<file path="config.mk">
export PLATFORM = sky130hd
export DESIGN_NAME = weight_mem_ctrl
export DESIGN_NICKNAME = d
export VERILOG_FILES = /design/src/rtl/weight_mem_pkg.sv /design/src/rtl/weight_out_fifo.sv /design/src/rtl/weight_mem_ctrl.sv
export SDC_FILE = /design/constraint.sdc
export NUM_CORES = 1
export LEC_CHECK = 0
export CORE_ASPECT_RATIO = 1.75
export CORE_UTILIZATION = 32
export DETAILED_ROUTE_END_ITERATION = 6
export SYNTH_ARGS = -nofsm -noshare
export SYNTH_HDL_FRONTEND = slang
export SYNTH_SLANG_ARGS = --single-unit
</file>
<file path="constraint.sdc">
create_clock -name clk -period 6 [get_ports clk]
set_clock_uncertainty 0.05 [all_clocks]
set_input_delay 1.2 -clock clk [delete_from_list [all_inputs] [get_ports clk]]
set_output_delay 1.2 -clock clk [all_outputs]
set_load 0.02 [all_outputs]
</file>
<file path="src/rtl/weight_mem_pkg.sv">
// Shared types and constants for the projection-weight memory controller.
package weight_mem_pkg;

  localparam int ROW_WORDS_DEF = 16;
  localparam int NUM_ROWS_DEF  = 128;
  localparam int FIFO_DEPTH    = 3;
  localparam int CNT_W         = 12;

  typedef enum logic [1:0] {
    IDLE,
    READ,
    DRAIN,
    DONE
  } state_e;

endpackage

</file>
<file path="src/rtl/weight_out_fifo.sv">
// 3-entry {last, data} FIFO; head visible combinationally, push lands the next cycle.
// Push while full is refused unless a pop frees a slot in the same cycle.
module weight_out_fifo
  import weight_mem_pkg::*;
#(
  parameter int WIDTH = 64
) (
  input  logic             clk,
  input  logic             rst,
  input  logic             push_i,
  input  logic             push_last_i,
  input  logic [WIDTH-1:0] push_data_i,
  input  logic             pop_i,
  output logic             head_last_o,
  output logic [WIDTH-1:0] head_data_o,
  output logic [1:0]       count_o
);

  logic [WIDTH:0] mem_q [FIFO_DEPTH];
  logic [1:0]     rd_ptr_q, rd_ptr_d;
  logic [1:0]     wr_ptr_q, wr_ptr_d;
  logic [1:0]     count_q, count_d;
  logic           do_push, do_pop;

  assign do_pop  = pop_i && (count_q != 2'd0);
  assign do_push = push_i && ((count_q != 2'(FIFO_DEPTH)) || do_pop);

  always_comb begin
    rd_ptr_d = rd_ptr_q;
    wr_ptr_d = wr_ptr_q;
    count_d  = count_q;
    if (do_pop) begin
      rd_ptr_d = (rd_ptr_q == 2'(FIFO_DEPTH - 1)) ? 2'd0 : rd_ptr_q + 2'd1;
    end
    if (do_push) begin
      wr_ptr_d = (wr_ptr_q == 2'(FIFO_DEPTH - 1)) ? 2'd0 : wr_ptr_q + 2'd1;
    end
    case ({do_push, do_pop})
      2'b10:   count_d = count_q + 2'd1;
      2'b01:   count_d = count_q - 2'd1;
      default: count_d = count_q;
    endcase
  end

  always_ff @(posedge clk) begin
    if (rst) begin
      rd_ptr_q <= 2'd0;
      wr_ptr_q <= 2'd0;
      count_q  <= 2'd0;
      for (int i = 0; i < FIFO_DEPTH; i++) begin
        mem_q[i] <= '0;
      end
    end else begin
      rd_ptr_q <= rd_ptr_d;
      wr_ptr_q <= wr_ptr_d;
      count_q  <= count_d;
      if (do_push) begin
        mem_q[wr_ptr_q] <= {push_last_i, push_data_i};
      end
    end
  end

  assign head_last_o = mem_q[rd_ptr_q][WIDTH];
  assign head_data_o = mem_q[rd_ptr_q][WIDTH-1:0];
  assign count_o     = count_q;

endmodule

</file>
<file path="src/rtl/weight_mem_ctrl.sv">
// Arbitrates the weight-memory port between host preload and row-burst fetch; first
// word streams 3 cycles after start, and reads stall on credit so the FIFO never overflows.
module weight_mem_ctrl
  import weight_mem_pkg::*;
#(
  parameter int WIDTH       = 64,
  parameter int WEIGHT_BASE = 0,
  parameter int ROW_WORDS   = ROW_WORDS_DEF,
  parameter int NUM_ROWS    = NUM_ROWS_DEF
) (
  input  logic             clk,
  input  logic             rst,
  input  logic             wr_valid,
  output logic             wr_ready,
  input  logic [31:0]      wr_addr,
  input  logic [WIDTH-1:0] wr_data,
  input  logic             rd_start,
  input  logic [7:0]       rd_row_base,
  input  logic [7:0]       rd_row_cnt,
  output logic             out_valid,
  input  logic             out_ready,
  output logic [WIDTH-1:0] out_data,
  output logic             out_last,
  output logic             busy,
  output logic             done,
  output logic             mem_write_en,
  output logic [31:0]      mem_addr,
  output logic [WIDTH-1:0] mem_data_in,
  input  logic [WIDTH-1:0] mem_data_out
);

  state_e           state_q, state_d;
  logic [7:0]       row_q, row_d;
  logic [CNT_W-1:0] word_q, word_d;
  logic [CNT_W-1:0] issued_q, issued_d;
  logic [CNT_W-1:0] total_q, total_d;
  logic             inflight_q, inflight_last_q;

  logic [1:0]  fifo_cnt;
  logic [2:0]  credit_used;
  logic        issue, issue_last, pop, wr_fire;
  logic [31:0] issue_addr;

  // A read in flight already owns a FIFO slot, so it counts against the credit.
  assign credit_used = 3'(fifo_cnt) + 3'(inflight_q);
  assign issue       = (state_q == READ) && !rst && (credit_used < 3'(FIFO_DEPTH));
  assign issue_last  = (issued_q == total_q - CNT_W'(1));
  assign issue_addr  = 32'(WEIGHT_BASE) + 32'(row_q) * 32'(ROW_WORDS) + 32'(word_q);

  assign out_valid = (fifo_cnt != 2'd0);
  assign pop       = out_valid && out_ready;

  assign wr_ready     = (state_q == IDLE) && !rd_start && !rst;
  assign wr_fire      = wr_valid && wr_ready;
  assign mem_write_en = wr_fire;
  assign mem_addr     = wr_fire ? wr_addr : (issue ? issue_addr : 32'd0);
  assign mem_data_in  = wr_fire ? wr_data : '0;

  always_comb begin
    state_d  = state_q;
    row_d    = row_q;
    word_d   = word_q;
    issued_d = issued_q;
    total_d  = total_q;
    done     = 1'b0;
    busy     = (state_q != IDLE) && !rst;
    case (state_q)
      IDLE: begin
        if (rd_start) begin
          row_d    = 8'(32'(rd_row_base) % NUM_ROWS);
          word_d   = '0;
          issued_d = '0;
          total_d  = CNT_W'(32'(rd_row_cnt) * 32'(ROW_WORDS));
          state_d  = (rd_row_cnt == 8'd0) ? DONE : READ;
        end
      end
      READ: begin
        if (issue) begin
          issued_d = issued_q + CNT_W'(1);
          if (word_q == CNT_W'(ROW_WORDS - 1)) begin
            word_d = '0;
            row_d  = (row_q == 8'(NUM_ROWS - 1)) ? 8'd0 : row_q + 8'd1;
          end else begin
            word_d = word_q + CNT_W'(1);
          end
          if (issue_last) begin
            state_d = DRAIN;
          end
        end
      end
      DRAIN: begin
        // Leave as the last word pops so done lands the cycle after it.
        if (!inflight_q && ((fifo_cnt == 2'd0) || ((fifo_cnt == 2'd1) && pop))) begin
          state_d = DONE;
        end
      end
      DONE: begin
        done    = !rst;
        state_d = IDLE;
      end
      default: state_d = IDLE;
    endcase
  end

  always_ff @(posedge clk) begin
    if (rst) begin
      state_q         <= IDLE;
      row_q           <= 8'd0;
      word_q          <= '0;
      issued_q        <= '0;
      total_q         <= '0;
      inflight_q      <= 1'b0;
      inflight_last_q <= 1'b0;
    end else begin
      state_q         <= state_d;
      row_q           <= row_d;
      word_q          <= word_d;
      issued_q        <= issued_d;
      total_q         <= total_d;
      inflight_q      <= issue;
      inflight_last_q <= issue && issue_last;
    end
  end

  weight_out_fifo #(
    .WIDTH(WIDTH)
  ) u_out_fifo (
    .clk         (clk),
    .rst         (rst),
    .push_i      (inflight_q),
    .push_last_i (inflight_last_q),
    .push_data_i (mem_data_out),
    .pop_i       (pop),
    .head_last_o (out_last),
    .head_data_o (out_data),
    .count_o     (fifo_cnt)
  );

endmodule

</file>
======== Word level (Yosys, flattened, before mapping) ========
Memories as Yosys holds them, arrays and structs flattened. A register that Yosys moved wholly into a read port is not among the register bits.
Cells that the tools add are included.
storage, ports and cells
  bits in registers ....................... 50
  memory bits (writable) .................. 195
  input port bits ......................... 181
  output and inout port bits .............. 166
  logic and storage cells ................. 102
  memories ................................ 1
cells by class
  $add $sub $neg .......................... 10
  order comparisons ....................... 1
  equal/unequal tests ..................... 17
  mux-type cells .......................... 34
  reduce and logical (&&, ||, !) cells .... 29
memory list
  name              depth  bits a word  rd ports  clocked after Yosys merged registers in  wr ports  line                   RTL
  u_out_fifo.mem_q  3      65           1         1                                        3         weight_out_fifo.sv:19  logic [WIDTH:0] mem_q [FIFO_DEPTH];
operators with widths
  kind                                                   number
  two-way mux 65 bit                                     1
  OR reduction 65 bit                                    1
  two-way mux 64 bit                                     1
  two-way mux 12 bit                                     4
  case mux 12 bit (2 select lines)                       2
  two-way mux 32 bit                                     1
  two-way mux 8 bit                                      4
  adder 12 x 1 -> 12 bit (second input constant)         2
  two-way mux 2 bit                                      10
  case mux 8 bit (2 select lines)                        1
  adder 12 x 12 -> 13 bit                                1
  two-way mux 13 bit                                     1
  equality test 12 bit                                   1
  equality test 12 x 4 -> 1 bit (second input constant)  1
  logical AND 1 bit                                      12
  subtractor 12 x 1 -> 12 bit (second input constant)    1
  equality test 2 bit (second input constant)            5
  != test 2 bit (second input constant)                  5
  adder 8 x 1 -> 8 bit (second input constant)           1
  equality test 8 x 7 -> 1 bit (second input constant)   1
  zero test 8 bit                                        1
  case mux 2 bit (4 select lines)                        1
  AND reduction 4 bit                                    2
  nonzero test 2 bit                                     4
  13 further kinds                                       27

======== Longest topological paths before layout ========
  word-level depth ........................ 10
  gate-level depth with buffers ........... 10
  gate-level depth less buffers ........... 9

======== Modules after synthesis ========
Synthesis repeated with hierarchy kept, for this count alone.
unflattened totals
  cell total of the unflattened synthesis .. 1064
  area, all modules ....................... 14810.5 µm²
by module, submodules not included
  module           instances  cells an instance  area an instance (µm²)  sequential area each (µm²)
  weight_out_fifo  1          593                11294.6                 7967.6
  weight_mem_ctrl  1          471                3515.9                  880.8

======== Worst setup path after synthesis ========
OpenSTA, ideal clock, no wires.
  path type ............................... input port to flip-flop
  start ................................... input port out_ready
  end ..................................... memory u_out_fifo.mem_q[3][0] (netlist name) (enable)
  library setup time ...................... 0.488 ns
  arrival ................................. 4.559 ns
  data required time ...................... 5.462 ns
  setup slack ............................. 0.902 ns
  stages .................................. 5
  path buffers ............................ 0
  cells stage by stage .................... nand2b_1 -> nand2_1 -> nand2_1 -> or2_2 -> nor2_1
RTL lines
  element          line                   RTL
  start, declared  weight_mem_ctrl.sv:21  input logic out_ready,
  end, declared    weight_out_fifo.sv:19

======== Worst setup path after layout ========
  start ................................... input port rd_start
  end ..................................... output port mem_data_in[31]
between the ends
  cells in the longest elaborated chain, start to end .. 5
ends and longest elaborated chain
  element                          line                   RTL
  start, declared                  weight_mem_ctrl.sv:17  input logic rd_start,
  zero test 1 bit                  weight_mem_ctrl.sv:53  assign wr_ready = (state_q == IDLE) && !rd_start && !rst;
  logical AND 1 bit (2 in series)  weight_mem_ctrl.sv:53
  logical AND 1 bit                weight_mem_ctrl.sv:54  assign wr_fire = wr_valid && wr_ready;
  two-way mux 64 bit               weight_mem_ctrl.sv:57  assign mem_data_in = wr_fire ? wr_data : '0;
  end, declared                    weight_mem_ctrl.sv:28  output logic [WIDTH-1:0] mem_data_in,
No other way between the ends.

==> impl_metrics.csv <==
group,metric,value,unit
status,outcome,"complete, no violations",
pwr,seq_power_share,42.6,%
synth,netlist_area,14400,um2
cts,cts.sink_count,312,
synth,synth_area_per_cell,13.7,um2
route,first_iter_violations,423,
placed_design,port-buffer-count,345,
synth,async_reset_ff_share,0,%
timing,worstMarginPinSlew,1090,ps
cts,cts_resized,0,
setup_path,arrival,3700,ps
pwr,swShare,28.0,%
setup_path,cp_top_family,"buffers and inverters",
grt,antenna_found_initial,4,
floorplanning,rows,102,
min_path,hp-class,"reg -> reg",
cts,cts_htree_levels,1,
synth,synthDistinctLibCells,53,
synth,ys_ff_latch,312,
cts,postCtsHoldBufs,0,
timing,drv_slew,0,
timing,clock.fmax,202,MHz
route,wl_per_cell,21.0,um
setup_path,r2r_end,"u_out_fifo.mem_q[2][56]",
timing,min_period_over_period,82.5,%
pwr,p_int,0.00445,W
floorplanning,die_area,46000,um2
pwr,pwr-share-clk,33.0,%
timing,rsz0062_at_grt,"false",
synth,synth_top_family_by_area,"simple AND/OR/NAND/NOR gates",
route,drc,0,
min_path,min_to,"u_out_fifo.mem_q[3][64]",
timing,finalSetupViolations,0,
cts,cts_tree,"built",
cts,numCtsBuffers,29,
finish,final_cell_mix,"344 x clkdlybuf4s50_1, 260 x edfxtp_1, 197 x and2_1",
floorplanning,core-area,44400,um2
floorplanning,chipWidth,163,um
finish,area_growth,35.8,%
finish,final_common_cell,"clkdlybuf4s50_1",
synth,ys_seq_area_share,61.2,%
route,routed-via-count,9740,
setup_path,slowest_delay,650,ps
grt,grt_pass1_wl,61900,um
setup_path,crit_required,4750,ps
placed_design,post-dp-hpwl,28300,um
setup_path,reg2reg_slack,2750,ps
timing,whs,424,ps
flow_run,maxCapViolations,0,
timing,relSlewSlack,27.2,%
setup_path,r2r_cells,9,
timing,setup_tns,0,ps
finish,nets,1592,
route,antenna_left,0,
grt,grt_usage,18.1,%
cts,clk_latency,560,ps
pwr,peakVddDrop,0.214,mV
grt,grt_pass1_vias,10600,
synth,synth_fa_ha_area_share,2.13,%
setup_path,criticalPathCategory,"in -> out",
timing,final-hold-violation-count,0,
route,firstDrtPassIters,4,
min_path,hold_path_startpoint,"inflight_last_q",
setup_path,cp_num_buf_inv,3,
route,totalWireLength,41700,um
cts,clockBufferDepth,3,
finish,drive_gt1_share,11.0,%
setup_path,r2r_start,"u_out_fifo.count_o[0]",
setup_path,crit_cells,6,
synth,synthMuxAreaShare,10.5,%
cts,clk_pin_slew,60,ps
pwr,switching_power,0.00173,W
cts,post_cts_buffers,0,
synth,synth_top_flop_cell,"edfxtp_1",
finish,fill_cells,4096,
setup_path,end_kind,"output pin",
setup_path,critical_path_peak_fanout,84,
synth,synth_warnings,0,
floorplanning,initial_core_util,32.5,%
setup_path,cp_cell_sequence,"clkdlybuf4s50_1 > nand2b_1 > nor2_4 > buf_4 > and3_1 > clkdlybuf4s50_1",
min_path,whs_path_depth,0,
synth,synth_compound_area_share,3.85,%
synth,synth-edff-count,260,
grt,grt_max_degree,85,
timing,min_period,4950,ps
placed_design,gp_congestion,0.954,
synth,synth_fp_nets,1263,
pwr,leakage,7.23,nW
setup_path,startpoint,"rd_start",
cts,ctsRootBufferMaster,"clkbuf_16",
floorplanning,die_height,283,um
route,vias_per_cell,4.91,
setup_path,startpoint_type,"primary input",
setup_path,critPathSlowestCell,"clkdlybuf4s50_1",
floorplanning,ios,347,
synth,synth_xor_area_share,1.94,%
grt,grt_overflow,0,
synth,synthCells,1058,
pwr,powerDensity,315,nW/um2
synth,synth-simple-area-share,18.1,%
setup_path,crit_path_frequent_cell,"clkdlybuf4s50_1",
pwr,p_comb_share,24.4,%
power by group through the flow:
stage | sequential [W] | clock (W) | combinational (W)
global placement | 0.00268 | 0 | 0.00152
finish | 0.00263 | 0.00204 | 0.00151
floorplan | 0.00259 | 0 | 0.000927
detailed placement | 0.00269 | 0 | 0.00153
CTS | 0.00264 | 0.00210 | 0.00154
global route | 0.00266 | 0.00216 | 0.00162
flip-flops by register name (all words and copies together) (netlist names), named ones only:
| name | count |
|---|---|
| total_q | 8 |
| issued_q | 12 |
| inflight_last_q | 1 |
| u_out_fifo.mem_q | 260 |
| row_q | 8 |
| word_q | 12 |
| u_out_fifo.rd_ptr_q | 2 |
| state_q | 2 |
| inflight_q | 1 |
| u_out_fifo.count_o | 2 |
| u_out_fifo.wr_ptr_q | 2 |
cells in the mapped netlist, drive strengths merged, types with 3 or more instances:
cell type	number	area, um2
edfxtp	260	7810
and2	197	1230
and3	89	557
mux4	65	1460
clkbuf	54	203
dfxtp	52	1040
nor2	49	184
nand2	46	173
a21oi	26	141
ha	23	288
xnor2	18	158
inv	17	63.8
o21ai	16	80.1
xor2	14	123
buf	13	62.6
nor3	13	65.1
a22o	11	96.3
nand3	11	55.1
a22oi	8	60.1
nand2b	8	50.1
nand4	8	50.1
nor3b	7	52.6
or3	6	37.5
or2	5	31.3
a211oi	4	40.0
mux2i	4	40.0
o31ai	4	30.0
nor2b	3	18.8
nor4	3	18.8
cell type report:
type / instances / area [um2] / share of cell area, %
well taps: 572 / 716 / 3.65
diodes: 2 / 5.00 / 0.0255
clock buffers: 33 / 761 / 3.88
inverters: 17 / 63.8 / 0.325
flip-flops and latches: 312 / 8860 / 45.1
clock inverters: 21 / 299 / 1.52
repair buffers: 365 / 3610 / 18.4
multi-input cells: 662 / 5310 / 27.1
cells by family after synthesis:
kind of cell,Yosys count
and+or+nand+nor,454
DFF,312
buffers and inverters,84
AOI/OAI and AO/OA,82
muxes,70
xor gates and xnor gates,32
adders and majority gates,24
how the worst max path moves through the flow:
stage / slack (ps) / endpoint
global placement: 1030 / mem_data_in[31]
detailed placement: 1050 / mem_data_in[31]
global route: 930 / mem_data_in[31]
floorplan: 900 / u_out_fifo.mem_q[3][0]
CTS: 1040 / mem_data_in[31]
finish: 1050 / mem_data_in[31]
metal layers:
layer / wire (um) / share of wire (%) / track usage (%)
met3: 2660 / 6.4 / 3.85
met4: 1440 / 3.5 / 7.24
met2: 23900 / 57 / 36.6
met5: 26 / 0.062 / 0
met1: 13700 / 33 / 16.8
per-stage QoR:
stage	setup slack, ps	utilization, %	power, W	std cells	cell area (um2)
final	1050	44.2	0.00618	1984	19600
after global routing	932	44.2	0.00644	1984	19600
after CTS	1040	44.2	0.00628	1982	19600
after detailed placement	1050	41.8	0.00422	1928	18600
after global placement	1030	41.8	0.00420	1928	18600
after floorplan	902	-	0.00351	1058	14400
(Power assumes the default switching activity.)
